`src/rtl/camera_capture.sv`:
```
// camera_capture: samples an asynchronous DVP-style camera bus on inclk,
// pairs bytes into RGB565 pixels and tracks line/frame geometry errors.
module camera_capture #(
  parameter int H_ACTIVE = 640,
  parameter int V_ACTIVE = 480
) (
  input  logic        inclk,
  input  logic        rst_n,
  input  logic        enable,
  input  logic        apclk,
  input  logic        ahref,
  input  logic        avsync,
  input  logic [7:0]  adata,
  input  logic        err_clr,
  output logic [15:0] pix_data,
  output logic        pix_valid,
  output logic [9:0]  pix_x,
  output logic [8:0]  pix_y,
  output logic        frame_start,
  output logic        frame_end,
  output logic        line_end,
  output logic        err_line,
  output logic        err_frame
);

  // state     | meaning
  // WAIT_SYNC | after reset; wait for avsync rise so capture never starts mid-frame
  // BLANK     | vertical blanking; arm on avsync fall when enable=1
  // ACTIVE    | capturing lines of the current frame
  localparam logic [1:0] WAIT_SYNC = 2'd0;
  localparam logic [1:0] BLANK     = 2'd1;
  localparam logic [1:0] ACTIVE    = 2'd2;

  localparam logic [9:0] H_LIM = 10'(H_ACTIVE);
  localparam logic [8:0] V_LIM = 9'(V_ACTIVE);

  logic       pclk_s1_q, pclk_s2_q, pclk_s3_q;
  logic       href_s1_q, href_s2_q, href_s3_q;
  logic       vs_s1_q, vs_s2_q, vs_s3_q;
  logic [7:0] data_s1_q, data_s2_q;

  logic [1:0]  state_q, state_d;
  logic        tog_q, tog_d;
  logic [7:0]  hi_q, hi_d;
  logic [9:0]  pix_cnt_q, pix_cnt_d;
  logic [8:0]  line_cnt_q, line_cnt_d;
  logic [15:0] pix_data_q, pix_data_d;
  logic        pix_valid_q, pix_valid_d;
  logic [9:0]  pix_x_q, pix_x_d;
  logic        fs_q, fs_d, fe_q, fe_d, le_q, le_d;
  logic        err_line_q, err_line_d, err_frame_q, err_frame_d;

  logic       pclk_rise, href_rise, href_fall, vs_rise, vs_fall;
  logic       tog_cur;
  logic [9:0] pix_cnt_cur;
  logic       set_err_line, set_err_frame;

  // Two-flop synchronizers plus a third stage for edge detection.
  always_ff @(posedge inclk) begin
    if (!rst_n) begin
      {pclk_s1_q, pclk_s2_q, pclk_s3_q} <= 3'b000;
      {href_s1_q, href_s2_q, href_s3_q} <= 3'b000;
      {vs_s1_q, vs_s2_q, vs_s3_q}       <= 3'b000;
      data_s1_q <= 8'h00;
      data_s2_q <= 8'h00;
    end else begin
      {pclk_s1_q, pclk_s2_q, pclk_s3_q} <= {apclk, pclk_s1_q, pclk_s2_q};
      {href_s1_q, href_s2_q, href_s3_q} <= {ahref, href_s1_q, href_s2_q};
      {vs_s1_q, vs_s2_q, vs_s3_q}       <= {avsync, vs_s1_q, vs_s2_q};
      data_s1_q <= adata;
      data_s2_q <= data_s1_q;
    end
  end

  assign pclk_rise = pclk_s2_q & ~pclk_s3_q;
  assign href_rise = href_s2_q & ~href_s3_q;
  assign href_fall = ~href_s2_q & href_s3_q;
  assign vs_rise   = vs_s2_q & ~vs_s3_q;
  assign vs_fall   = ~vs_s2_q & vs_s3_q;

  // Frame/line sequencing, byte pairing and error detection.
  always_comb begin
    state_d       = state_q;
    tog_d         = tog_q;
    hi_d          = hi_q;
    pix_cnt_d     = pix_cnt_q;
    line_cnt_d    = line_cnt_q;
    pix_data_d    = pix_data_q;
    pix_valid_d   = 1'b0;
    pix_x_d       = pix_x_q;
    fs_d          = 1'b0;
    fe_d          = 1'b0;
    le_d          = 1'b0;
    set_err_line  = 1'b0;
    set_err_frame = 1'b0;
    // A line start in the same cycle as a byte makes that byte the first one.
    tog_cur       = href_rise ? 1'b0 : tog_q;
    pix_cnt_cur   = href_rise ? 10'd0 : pix_cnt_q;

    case (state_q)
      WAIT_SYNC: begin
        if (vs_rise) state_d = BLANK;
      end
      BLANK: begin
        if (vs_fall && enable) begin
          state_d    = ACTIVE;
          fs_d       = 1'b1;
          line_cnt_d = 9'd0;
          pix_cnt_d  = 10'd0;
          tog_d      = 1'b0;
        end
      end
      ACTIVE: begin
        tog_d     = tog_cur;
        pix_cnt_d = pix_cnt_cur;
        if (href_fall) begin
          // A dangling high byte is simply dropped by clearing the toggle.
          le_d  = 1'b1;
          tog_d = 1'b0;
          if (pix_cnt_q != H_LIM) set_err_line = 1'b1;
          if (line_cnt_q != V_LIM) line_cnt_d = line_cnt_q + 9'd1;
        end else if (pclk_rise && href_s2_q) begin
          if (!tog_cur) begin
            hi_d  = data_s2_q;
            tog_d = 1'b1;
          end else begin
            tog_d = 1'b0;
            if (pix_cnt_cur < H_LIM && line_cnt_q < V_LIM) begin
              pix_valid_d = 1'b1;
              pix_data_d  = {hi_q, data_s2_q};
              pix_x_d     = pix_cnt_cur;
              pix_cnt_d   = pix_cnt_cur + 10'd1;
            end else begin
              set_err_line = 1'b1;
            end
          end
        end
        if (vs_rise) begin
          state_d = BLANK;
          fe_d    = 1'b1;
          if (line_cnt_d != V_LIM) set_err_frame = 1'b1;
        end
      end
      default: state_d = WAIT_SYNC;
    endcase

    err_line_d  = (err_clr ? 1'b0 : err_line_q) | set_err_line;
    err_frame_d = (err_clr ? 1'b0 : err_frame_q) | set_err_frame;
  end

  // Register state, counters and outputs.
  always_ff @(posedge inclk) begin
    if (!rst_n) begin
      state_q     <= WAIT_SYNC;
      tog_q       <= 1'b0;
      hi_q        <= 8'h00;
      pix_cnt_q   <= 10'd0;
      line_cnt_q  <= 9'd0;
      pix_data_q  <= 16'h0000;
      pix_valid_q <= 1'b0;
      pix_x_q     <= 10'd0;
      fs_q        <= 1'b0;
      fe_q        <= 1'b0;
      le_q        <= 1'b0;
      err_line_q  <= 1'b0;
      err_frame_q <= 1'b0;
    end else begin
      state_q     <= state_d;
      tog_q       <= tog_d;
      hi_q        <= hi_d;
      pix_cnt_q   <= pix_cnt_d;
      line_cnt_q  <= line_cnt_d;
      pix_data_q  <= pix_data_d;
      pix_valid_q <= pix_valid_d;
      pix_x_q     <= pix_x_d;
      fs_q        <= fs_d;
      fe_q        <= fe_d;
      le_q        <= le_d;
      err_line_q  <= err_line_d;
      err_frame_q <= err_frame_d;
    end
  end

  assign pix_data    = pix_data_q;
  assign pix_valid   = pix_valid_q;
  assign pix_x       = pix_x_q;
  assign pix_y       = line_cnt_q;
  assign frame_start = fs_q;
  assign frame_end   = fe_q;
  assign line_end    = le_q;
  assign err_line    = err_line_q;
  assign err_frame   = err_frame_q;

endmodule

```
`config.mk`:
```
export PLATFORM = sky130hd
export DESIGN_NAME = camera_capture
export DESIGN_NICKNAME = d
export VERILOG_FILES = /design/src/rtl/camera_capture.sv
export SDC_FILE = /design/constraint.sdc
export NUM_CORES = 1
export LEC_CHECK = 0
export CORE_MARGIN = 2
export CORE_UTILIZATION = 48
export CTS_BUF_LIST = sky130_fd_sc_hd__clkbuf_8 sky130_fd_sc_hd__clkbuf_16
export DETAILED_ROUTE_END_ITERATION = 16
export PLACE_DENSITY = 0.76
export SYNTH_ARGS = -nofsm -noshare
export SYNTH_HDL_FRONTEND = slang
export SYNTH_SLANG_ARGS = --single-unit
```
`constraint.sdc`:
```
create_clock -name inclk -period 2.2 [get_ports inclk]
set_clock_uncertainty 0.15 [all_clocks]
set_input_delay 0.44 -clock inclk [delete_from_list [all_inputs] [get_ports inclk]]
set_output_delay 0.44 -clock inclk [all_outputs]
set_load 0.01 [all_outputs]
```
; ---- Yosys cells after proc, flatten, opt, wreduce, memory -nomap -nowiden
; Cells that the tools add are included.
[totals]
inputBits = 15
reg_bits = 87
out_inout_bits = 41
elab_cells = 101
[classes]
eq_ne = 7
order_cmp = 2
n_reduce_logical = 13
bitwise = 17
n_mux = 36
add_sub_neg = 2
[op_table]
columns = op, count
row1 = 10-bit 2-to-1 mux, 6
row2 = 9-bit 2-to-1 mux, 4
row3 = 1-bit 2-to-1 mux, 20
row4 = 10-bit case mux with 2 select lines, 1
row5 = "9-bit != test, second input constant", 2
row6 = 9-bit case mux with 2 select lines, 1
row7 = "10-bit by 1-bit adder with 10-bit output, second input constant", 1
row8 = "10-bit < comparator, second input constant", 1
row9 = "10-bit != test, second input constant", 1
row10 = 1-bit inverter, 10
row11 = "9-bit by 1-bit adder with 9-bit output, second input constant", 1
row12 = "9-bit < comparator, second input constant", 1
row13 = 2-bit AND reduction, 4
row14 = 1-bit bitwise AND, 5
row15 = 5-bit AND reduction, 1
row16 = 5-bit OR reduction, 1
row17 = 2-bit 2-to-1 mux, 2
row18 = 2-bit case mux with 2 select lines, 1
row19 = 4-bit AND reduction, 1
row20 = 1-bit logical AND, 3
row21 = "2-bit by 1-bit equality test with 1-bit output, second input constant", 1
row22 = "2-bit equality test, second input constant", 1
row23 = 2-bit zero test, 1
row24 = "2-bit by 1-bit != test with 1-bit output, second input constant", 1
row25 = 5 further kinds, 6

; ---- Longest topological paths before layout
; Gate-level depths: netlist (run 1).
[logic_depth]
word_depth = 11
mapped_depth = 10
mapped_depth_nobuf = 8

; ---- Worst setup path before layout (run 1)
; OpenSTA, ideal clock, no wires.
[synth_path]
path_kind = register -> register
start = register href_s3_q
end = register pix_cnt_q[8]
arrival_ns = 1.973
stages_incl_launch_ff = 10
n_path_buf = 2
synth_period_minus_slack_ns = 2.239
setup_slack_ns = -0.039
setup_time_ns = 0.117
required_time_ns = 1.933
path_cell_list = dfxtp_1 -> nand2b_1 -> buf_6 -> clkbuf_1 -> and2_1 -> ha_1 -> nand2_1 -> or4_1 -> a21oi_1 -> o21ai_1
[synth_between]
elab_chain_len = 10
elab_cells_between_ends = 13
classes_between = add/sub: 1 / order compare: 1 / mux: 7 / bitwise: 3 / reduce/logical: 1
[synth_rtl]
columns = item, line_no
row1 = from (decl), 38  ; logic href_s1_q, href_s2_q, href_s3_q;
row2 = from (signal assigned), 68  ; {href_s1_q, href_s2_q, href_s3_q} <= {ahref, href_s1_q, href_s2_q};
row3 = 1-bit inverter *, 76  ; assign href_rise = href_s2_q & ~href_s3_q;
row4 = 1-bit bitwise AND *, 76
row5 = 10-bit 2-to-1 mux *, 98  ; pix_cnt_cur = href_rise ? 10'd0 : pix_cnt_q;
row6 = via pix_cnt_cur[1], 55  ; logic [9:0] pix_cnt_cur;
row7 = 10-bit < comparator, 128  ; if (pix_cnt_cur < H_LIM && line_cnt_q < V_LIM) begin
row8 = 1-bit logical AND, 128
row9 = 10-bit 2-to-1 mux *, 128
row10 = 10-bit 2-to-1 mux *, 123  ; if (!tog_cur) begin
row11 = 10-bit 2-to-1 mux *, 122  ; end else if (pclk_rise && href_s2_q) begin
row12 = 10-bit 2-to-1 mux *, 116  ; if (href_fall) begin
row13 = 10-bit case mux with 2 select lines *, 100  ; case (state_q)
row14 = to (signal assigned), 171  ; pix_cnt_q <= pix_cnt_d;
row15 = to (decl), 45  ; logic [9:0] pix_cnt_q, pix_cnt_d;
; The timed path passes the listed nets; every way through them passes the cells marked *.
; A chain may end at the register's enable or synchronous reset.

; ---- Worst setup path after layout (run 1)
[layout_path]
start = register line_cnt_q[2], in the netlist pix_y[2]
end = output pix_y[2]
[layout_rtl]
columns = item, line_no
row1 = from (decl), 46  ; logic [8:0] line_cnt_q, line_cnt_d;
row2 = from (signal assigned), 172  ; line_cnt_q <= line_cnt_d;
row3 = to (decl), 18  ; output logic [8:0] pix_y,
; No word-level cell between the ends.

==> run metrics, run 1 <==
initial drt markers=190; # setup viols final=0; crit path to=pix_y[2]; fin nets=479; top cell family by delay on the critical path=buffers and inverters; min cycle time layout=a little over 2000 ps; DP Wirelength=a little under 6000 um; TritonCTS clock tree=done; slowest library cell on the worst path=clkdlybuf4s50_1; Hold Fails Final Rpt=0; DP Cell Count=549; largest net degree at the start of global routing=40; H-tree Lvls=3; largest stage delay on the critical path=600 ps; CP Depth=1; Max clock buf depth=2; Final WS setup=about 130 ps; gr usage total=between 20 and 25%; area delta synth->final=27.1%; kind of critical path=reg2out; Post-synth ARST share=0%; Die Y=89.3 um; ANT cells=0; total setup buffers inserted after CTS=0; drt drc=0; TritonCTS Buffers=9; run status=completed; Critical path buffers and inverters=1; vias=about 3100; Post-synth top flop=dfxtp_1; Yosys reg bits=87; drt wl/cell=roughly 14 um; CTS Sinks=87; syn_area_per_cell=roughly 9 um^2; # fillers=approximately 650; critical path arrival=1480 ps; IO Pins=56; Max Cap Violations=0; ANT nets after route=0; share of cells above drive strength 1=under 10%; Fin Setup TNS=0 ps; CP Capture Type=primary output; number of detailed-route iterations in the first pass=5; Setup crit start kind=flop; placed cell area=4240 um^2; Required @ worst endpoint=approximately 1600 ps; r2r worst-path depth=5; GRT overflow=0; Static Leakage=approximately 1.7 nW; highest clock rate=around 0.48 GHz; Die X=89.3 um; vias in the first global route=roughly 2700; Critical R2R Launch=pclk_s3_q$_SDFF_PN0_; row cnt=31; final period utilization=93.9%; Hold Path Class=reg2reg; syn_nets=413; Hold Buf Count CTS=0; DRT Wirelength=~7900 um; commonest non-fill, non-tap cell in the layout=dfxtp_1; Pwr Density=between 600 and 700 nW/um^2; Peak VDD IR=0.000478 V; clock root cell=clkbuf_8; initial antenna violation count=0; PortBufs=55; register area share after synthesis=approximately 50%; synth unique cells=between 50 and 60; most frequent cells in the layout=dfxtp_1 (87), nand2_1 (58), clkdlybuf4s50_1 (55), a21oi_1 (33); first-pass GRT wire length=12800 um; final instance area=between 4000 and 5000 um^2; number of standard cells in the final layout excluding fillers=565; Core Area=just over 7000 um^2; Slew Limit Fails=0; slew margin rel.=between 60% and 70%; Synth Instances=395; Worst-Margin Slew=roughly 450 ps; EDFF count, synth=0; FF-to-FF End=pix_cnt_q[8]$_SDFFE_PN0P_; worst setup slack after placement=about 120 ps; Initial Util=48.9%; Post-CTS Resized=0; flop2flop setup slack=around 260 ps; Yosys Warn Count=0; hold depth=1; peak fanout along the critical path=10; vias per cell=about 5.4; RSZ-0062 raised after global routing=no; routability congestion estimate=between 0.9 and 1; Die ar.=7980 um^2; Hold Path Origin=data_s1_q[2]$_SDFF_PN0_; Netlist Area Pre-Place=roughly 3500 um^2; Clk pin slew, worst setup/hold paths=~100 ps; CP startpoint=pix_y[2]$_SDFFE_PN0P_; worst-path cell chain=clkdlybuf4s50_1; clock latency on the worst-skew pair=roughly 340 ps; Hold WS=roughly 290 ps
-- synth_stat cells (2+ instances only) --
cell type   n  area [um^2]
a211o_1     2         17.5
mux2i_1    11          110
a21oi_1    33          165
and2b_1     2         15.0
and3_1      4         25.0
nand3b_1    2         15.0
nor2b_1     4         25.0
o21ai_0    17         85.1
o31ai_1     2         15.0
nor2_1     28          105
dfxtp_1    87         1740
a32oi_1     2         17.5
nor4_1      3         18.8
nand4_1     8         50.1
ha_1        3         37.5
o21a_1      2         15.0
and2_1     28          175
clkbuf_1   12         45.0
a22o_1      2         17.5
nor3_1      5         25.0
a21o_1      5         37.5
inv_1       7         26.3
nand2b_1    4         25.0
buf_2       8         40.0
a31oi_1     5         31.3
and4_1      3         26.3
and3b_1     3         26.3
nand2_1    58          218
o21ai_1     3         15.0
nand3_1    17         85.1
-- state kept, by name (all words and copies together), names as in the netlist, 2 cells and up --
signal and cells:
state_q 2, data_s1_q 8, hi_q 8, data_s2_q 8, pix_data 16, pix_y 9, pix_cnt_q 10, pix_x 10
-- cell families (layout without fill, tap and decap cells) --
group           after synthesis  count (layout)  synth area share [%]
mux                          11              11                  3.15
buf+inv                      29             100                  3.65
simple gates                179             179                  27.0
fa+ha+maj                     3               3                  1.07
compound gates               85              85                  15.0
xor+xnor                      1               1                 0.251
flops                        87              87                  49.9
-- power breakdown --
part           switching [mW]  internal [mW]
combinational          0.0501         0.0513
clock                   0.616          0.445
sequential            0.00781           1.59
-- cell type report --
type / instances / area, um^2 / share of cell area, %
Sequential cell: 87 / 1740 / 39.2
Multi-Input combinational cell: 279 / 1620 / 36.6
Timing Repair Buffer: 77 / 728 / 16.4
Clock buffer: 9 / 124 / 2.79
Tap cell: 99 / 124 / 2.79
Clock inverter: 7 / 72.6 / 1.63
Inverter: 7 / 26.3 / 0.592
-- metal layers --
metal	GRT usage, %	routed length [um]
met1	28.3	3600
met2	32.5	3840
met3	4.06	375
met4	7.60	71
met5	0	0
-- worst min path at each step --
stage                                    endpoint
final                     data_s2_q[2]$_SDFF_PN0_
after global routing      data_s2_q[6]$_SDFF_PN0_
after CTS                    pclk_s2_q$_SDFF_PN0_
after detailed placement  data_s2_q[4]$_SDFF_PN0_
after global placement    data_s2_q[6]$_SDFF_PN0_
after floorplan           data_s2_q[0]$_SDFF_PN0_
-- metrics by stage --
stage,utilization (%),power [mW]
detailed placement,59.5,1.74
CTS,62.2,2.79
global route,62.2,2.88
floorplan,-,1.69
finish,62.2,2.77
global placement,59.5,1.74
Note: power is estimated with default switching activity, not from simulation.
==> run 2: changes to the inputs <==
--- a/config.mk
+++ b/config.mk
@@ -10,6 +10,7 @@
 export CTS_BUF_LIST = sky130_fd_sc_hd__clkbuf_8 sky130_fd_sc_hd__clkbuf_16
 export DETAILED_ROUTE_END_ITERATION = 16
 export PLACE_DENSITY = 0.76
+export SKIP_LAST_GASP = 1
 export SYNTH_ARGS = -nofsm -noshare
 export SYNTH_HDL_FRONTEND = slang
 export SYNTH_SLANG_ARGS = --single-unit
==> results of run 2 <==
Final layout, timing and power as in run 1 (identical DEF).
==> variant 1 (flow settings as in run 2) <==
`pix_data_q` no longer has a reset.
--- a/src/rtl/camera_capture.sv
+++ b/src/rtl/camera_capture.sv
@@ -157,5 +157,4 @@
       pix_cnt_q   <= 10'd0;
       line_cnt_q  <= 9'd0;
-      pix_data_q  <= 16'h0000;
       pix_valid_q <= 1'b0;
       pix_x_q     <= 10'd0;
@@ -171,5 +170,4 @@
       pix_cnt_q   <= pix_cnt_d;
       line_cnt_q  <= line_cnt_d;
-      pix_data_q  <= pix_data_d;
       pix_valid_q <= pix_valid_d;
       pix_x_q     <= pix_x_d;
@@ -180,4 +178,8 @@
       err_frame_q <= err_frame_d;
     end
+  end
+
+  always_ff @(posedge inclk) begin
+    pix_data_q <= pix_data_d;
   end
 
Formal check against the unedited RTL: differs if rst_n is asserted again (counterexample within 10 cycles, from zero or initial values and one cycle with rst_n low); with rst_n held inactive, the same outputs for 10 cycles.
==> variant 1 against run 2 <==
  * Synthesized area decreased by 1.3%
  * Setup slack got worse by 0.025 ns
  * Critical path depth increased by 6
  * Design area increased by 0.20%
  * Synthesized cell count decreased by 12%
  * Total power decreased by 0.83%
  * Critical path type is now flip-flop to flip-flop
  * Routed wire length decreased by 7.4%
  * Critical endpoint is now err_frame
  * Core utilization increased by 2.6 points
  * Sequential cell count unchanged
==> variant 1: results (changes against run 2) <==
Run status
  • Outcome: complete, no violations (unchanged)

Drt
  • Post-detailed-route via-to-cell ratio: 5.26 (was 5.42)
  • Detail-routed net length per standard cell: 13.9 µm (was 14.0 µm)
  • Starting DRT DRC Count: 172 (was 190)
  • Detailed Routing Iterations Pass 1: 4 (was 5)
  • DR WL met2: 3520 µm (was 3840 µm)

Synthesis
  • Sequential fraction of the synthesis area: 55.2% (was 49.9%)
  • Post-Synthesis Net Count: 365 (was 413)
  • Largest cells by area after synthesis: sky130_fd_sc_hd__dfxtp_1 (41%), sky130_fd_sc_hd__edfxtp_1 (14%), sky130_fd_sc_hd__and2_1 (4.9%) (was sky130_fd_sc_hd__dfxtp_1 (50%), sky130_fd_sc_hd__nand2_1 (6.2%), sky130_fd_sc_hd__and2_1 (5.0%))
  • Average cell area after synthesis: 9.93 µm² (was 8.84 µm²)
  • Post-synthesis cell type count: 52 (was 55)

GRT
  • Wire length of the first global-routing pass: 11,900 µm (was 12,800 µm)
  • Fraction of met2 tracks used by global routing: 31.3% (was 32.5%)
  • Routing usage on met1: 26.5% (was 28.3%)
  • Largest net degree at the start of global routing: 21 (was 40)
  • Met3 demand-to-capacity share in global routing: 4.38% (was 4.06%)

STA
  • Slew at the pin closest to its max-slew limit: 0.638 ns (was 0.452 ns)
  • Fmax: 0.478 GHz (was 0.484 GHz)

Clock network
  • Resized Gates After CTS: 2 (was 0)

Floorplanning
  • Total core area: 0.00687 mm² (was 0.00714 mm²)

Power
  • Clock-net power: 1.01 mW (was 1.06 mW)
  • Max IR drop VDD: 0.376 mV (was 0.478 mV)
  • Combinational share of power: 3.5% (was 3.7%)
  • Switching share of power: 23.0% (was 24.4%)

Finish
  • Final non-clock buffer share: 17.9% (was 16.4%)
  • Multi-input gates: 233 (was 279)
  • Fraction of layout instances using a drive strength above 1: 13.3% (was 9.01%)
  • Fraction of standard cell area that is sequential: 42.8% (was 39.2%)
  • Non-CTS inverters: 6 (was 7)
  • Area of combinational cells with multiple inputs: 0.00142 mm² (was 0.00162 mm²)
  • Count of plain and timing-repair buffers in the layout: 86 (was 77)
  • Post-route insts no fill: 524 (was 565)

Place
  • RePlAce Congestion: 0.833 (was 0.908)
  • Area after detailed placement: 0.00423 mm² (was 0.00424 mm²)
  • Worst slack, placed: 0.00615 ns (was 0.116 ns)
  • Detailed placer's ending HPWL: 5200 µm (was 5790 µm)
  • DP Cell Count: 505 (was 549)

Setup path
  • Critical path's largest stage delay: 0.38 ns (was 0.60 ns)
  • Highest-delay cell along the critical path: sky130_fd_sc_hd__dfxtp_4 (was sky130_fd_sc_hd__clkdlybuf4s50_1)

Min path
  • Endpoint of the worst hold path: pix_data[2] (was data_s2_q[2])
==> variant 1: cell types whose count changed after synthesis, sizes merged, moves of 3 or more <==
cell | before | now
dfxtp | 87 | 71
nand2 | 58 | 31
nand4 | 10 | 6
a21oi | 33 | 27
nor4 | 3 | 6
nand3 | 17 | 14
edfxtp | 0 | 16
and3b | 3 | 0
nand2b | 4 | 8
nor3 | 7 | 4
a21o | 5 | 1
buf | 9 | 6
==> variant 1: kinds of logic (layout without fill, tap and decap cells) <==
group,after synthesis,count (layout),synth area share [%]
simple gates,142,142,22.5
flops,87,87,55.2
compound gates,74,74,13.6
buf+inv,27,108,3.74
mux,9,9,2.61
xor+xnor,5,5,1.27
fa+ha+maj,3,3,1.09
==> variant 1: stage by stage <==
step / hold WS [ns] / util, %
2_1_floorplan: 0.258 / -
3_3_place_gp: 0.261 / 61.6
3_5_place_dp: 0.265 / 61.6
4_1_cts: 0.283 / 64.4
5_1_grt: 0.298 / 64.8
6_report: 0.286 / 64.8
==> variant 2 (config.mk and constraints of run 2) <==
Made on the original files. The parameter `V_ACTIVE` goes from 480 to 256.
--- a/src/rtl/camera_capture.sv
+++ b/src/rtl/camera_capture.sv
@@ -3,5 +3,5 @@
 module camera_capture #(
   parameter int H_ACTIVE = 640,
-  parameter int V_ACTIVE = 480
+  parameter int V_ACTIVE = 256
 ) (
   input  logic        inclk,
Check against the original RTL: same outputs for any inputs over 10 cycles, from zero or initial values and one cycle with rst_n low; that may be too few to reach the edited logic, so the function may still have changed.
==> variant 2 against run 2 <==
  * Sequential cell count is the same
  * Total power increased by 3.9%
  * Combinational power shrank 12%
  * Highest routed layer unchanged
  * Largest power group unchanged
  * Die area increased by 1.3%
  * Synthesized cell count increased by 1.3%
  * Setup slack got worse by 0.068 ns
  * Synthesized area grew 1.4%
  * Design area decreased by 0.70%
  * Largest cell class unchanged
  * Maximum frequency decreased by 3.2%
  * Sequential share of layout area is 0.31 points higher
  * Cell count is 0.71% lower
  * Routed wire length shrank 5.7%
==> variant 2: results (changes against run 2) <==
Drt
  • Detailed Routing Iterations Pass 1: 4 (was 5)
  • DRT Wirelength: 7440 µm (was 7890 µm)
  • Starting DRT DRC Count: 125 (was 190)
  • Detail-routed net length per standard cell: 13.3 µm (was 14.0 µm)

Power
  • Leakage power figure: 1.64 nW (was 1.73 nW)
  • Max IR drop VDD: 0.357 mV (was 0.478 mV)

Finish
  • Nets: 475 (was 479)
  • Count of filler cells inserted in the layout: 651 (was 648)
  • Fraction of layout instances using a drive strength above 1: 8.66% (was 9.01%)
  • Post-route design area: 0.00441 mm² (was 0.00444 mm²)

Synthesis
  • Average cell area after synthesis: 8.85 µm² (was 8.84 µm²)
  • Synth Area in XOR/XNOR: 0.989% (was 0.251%)
  • Sequential fraction of the synthesis area: 49.2% (was 49.9%)
  • Multiplexer area fraction after synthesis: 2.54% (was 3.15%)
  • Fraction of the mapped netlist area in compound gates: 15.0% (about the same)
  • Synth Area in Adders: 1.06% (was 1.07%)
  • Post-Synthesis Net Count: 418 (was 413)
  • Post-synthesis cell type count: 54 (was 55)

Place
  • Detailed placer's ending HPWL: 5160 µm (was 5790 µm)
  • DP Cell Count: 545 (was 549)
  • Area after detailed placement: 0.00420 mm² (was 0.00424 mm²)
  • RePlAce Congestion: 0.902 (was 0.908)

Clock network
  • Clock latency on the worst-skew pair: 0.36 ns (was 0.34 ns)

GRT
  • Vias in the first global route: 2,730 (was 2,718)
  • Total global-route track usage: 19.4% (was 20.7%)
  • Wire length of the first global-routing pass: 12,800 µm (about the same)

STA
  • Slew margin rel.: 56.5% (was 69.6%)

Setup path
  • Critical path's largest stage delay: 0.62 ns (was 0.60 ns)
  • Worst-path maximum fanout: 11 (was 10)
  • Worst endpoint data arrival time: 1.54 ns (was 1.48 ns)

Run status
  • Outcome: complete, no violations (unchanged)
variant 2: cell types whose count changed in the layout (fill, tap and decap cells not counted), moves of 4 or more:
| cell | delta |
|---|---|
| sky130_fd_sc_hd__inv_1 | +7 |
| sky130_fd_sc_hd__a21oi_1 | +6 |
| sky130_fd_sc_hd__a21o_1 | -4 |
| sky130_fd_sc_hd__nand3_1 | -4 |
| sky130_fd_sc_hd__nand2_1 | +5 |
| sky130_fd_sc_hd__buf_4 | -11 |
variant 2: final timing paths:
kind | end | from | depth (start not counted) | slack [ns]
min reg2reg | pclk_s2_q | pclk_s1_q | 1 | 0.28
min | pclk_s2_q | pclk_s1_q | 1 | 0.28
max | pix_y[2] | pix_y[2] | 1 | 0.07
max reg2reg | pix_cnt_q[4] | href_s2_q | 6 | 0.13
variant 2: area by class of cell:
type	instances	area share, %
well taps	99	2.81
flip-flops and latches	87	39.5
clock inverters	7	2.01
multi-input cells	279	37.0
inverters	14	1.19
clock buffers	9	2.81
repair buffers	66	14.6
variant 2: logic make-up (layout without fill, tap and decap cells):
family | after synthesis | in the layout
simple gates | 177 | 177
flops | 87 | 87
compound gates | 86 | 86
buf+inv | 34 | 96
mux | 9 | 9
xor+xnor | 4 | 4
fa+ha+maj | 3 | 3
variant 2: what timing repair did:
action / CTS / global route
hold buffers: 0 / 0
gates resized for setup: 0 / 1
setup buffers: 0 / 0
setup endpoints to repair: 0 / 1
variant 2: layer usage:
layer | part of all wire (%) | global-route usage, %
met5 | 0 | 0
met4 | 2.2 | 8.59
met3 | 4.2 | 4.53
met2 | 45 | 31.0
met1 | 48 | 25.2
variant 2: power by group:
group | internal, mW | switching, mW | total (mW)
clock network | 0.633 | 0.548 | 1.18
logic | 0.0432 | 0.0453 | 0.0885
registers | 1.59 | 0.00875 | 1.60
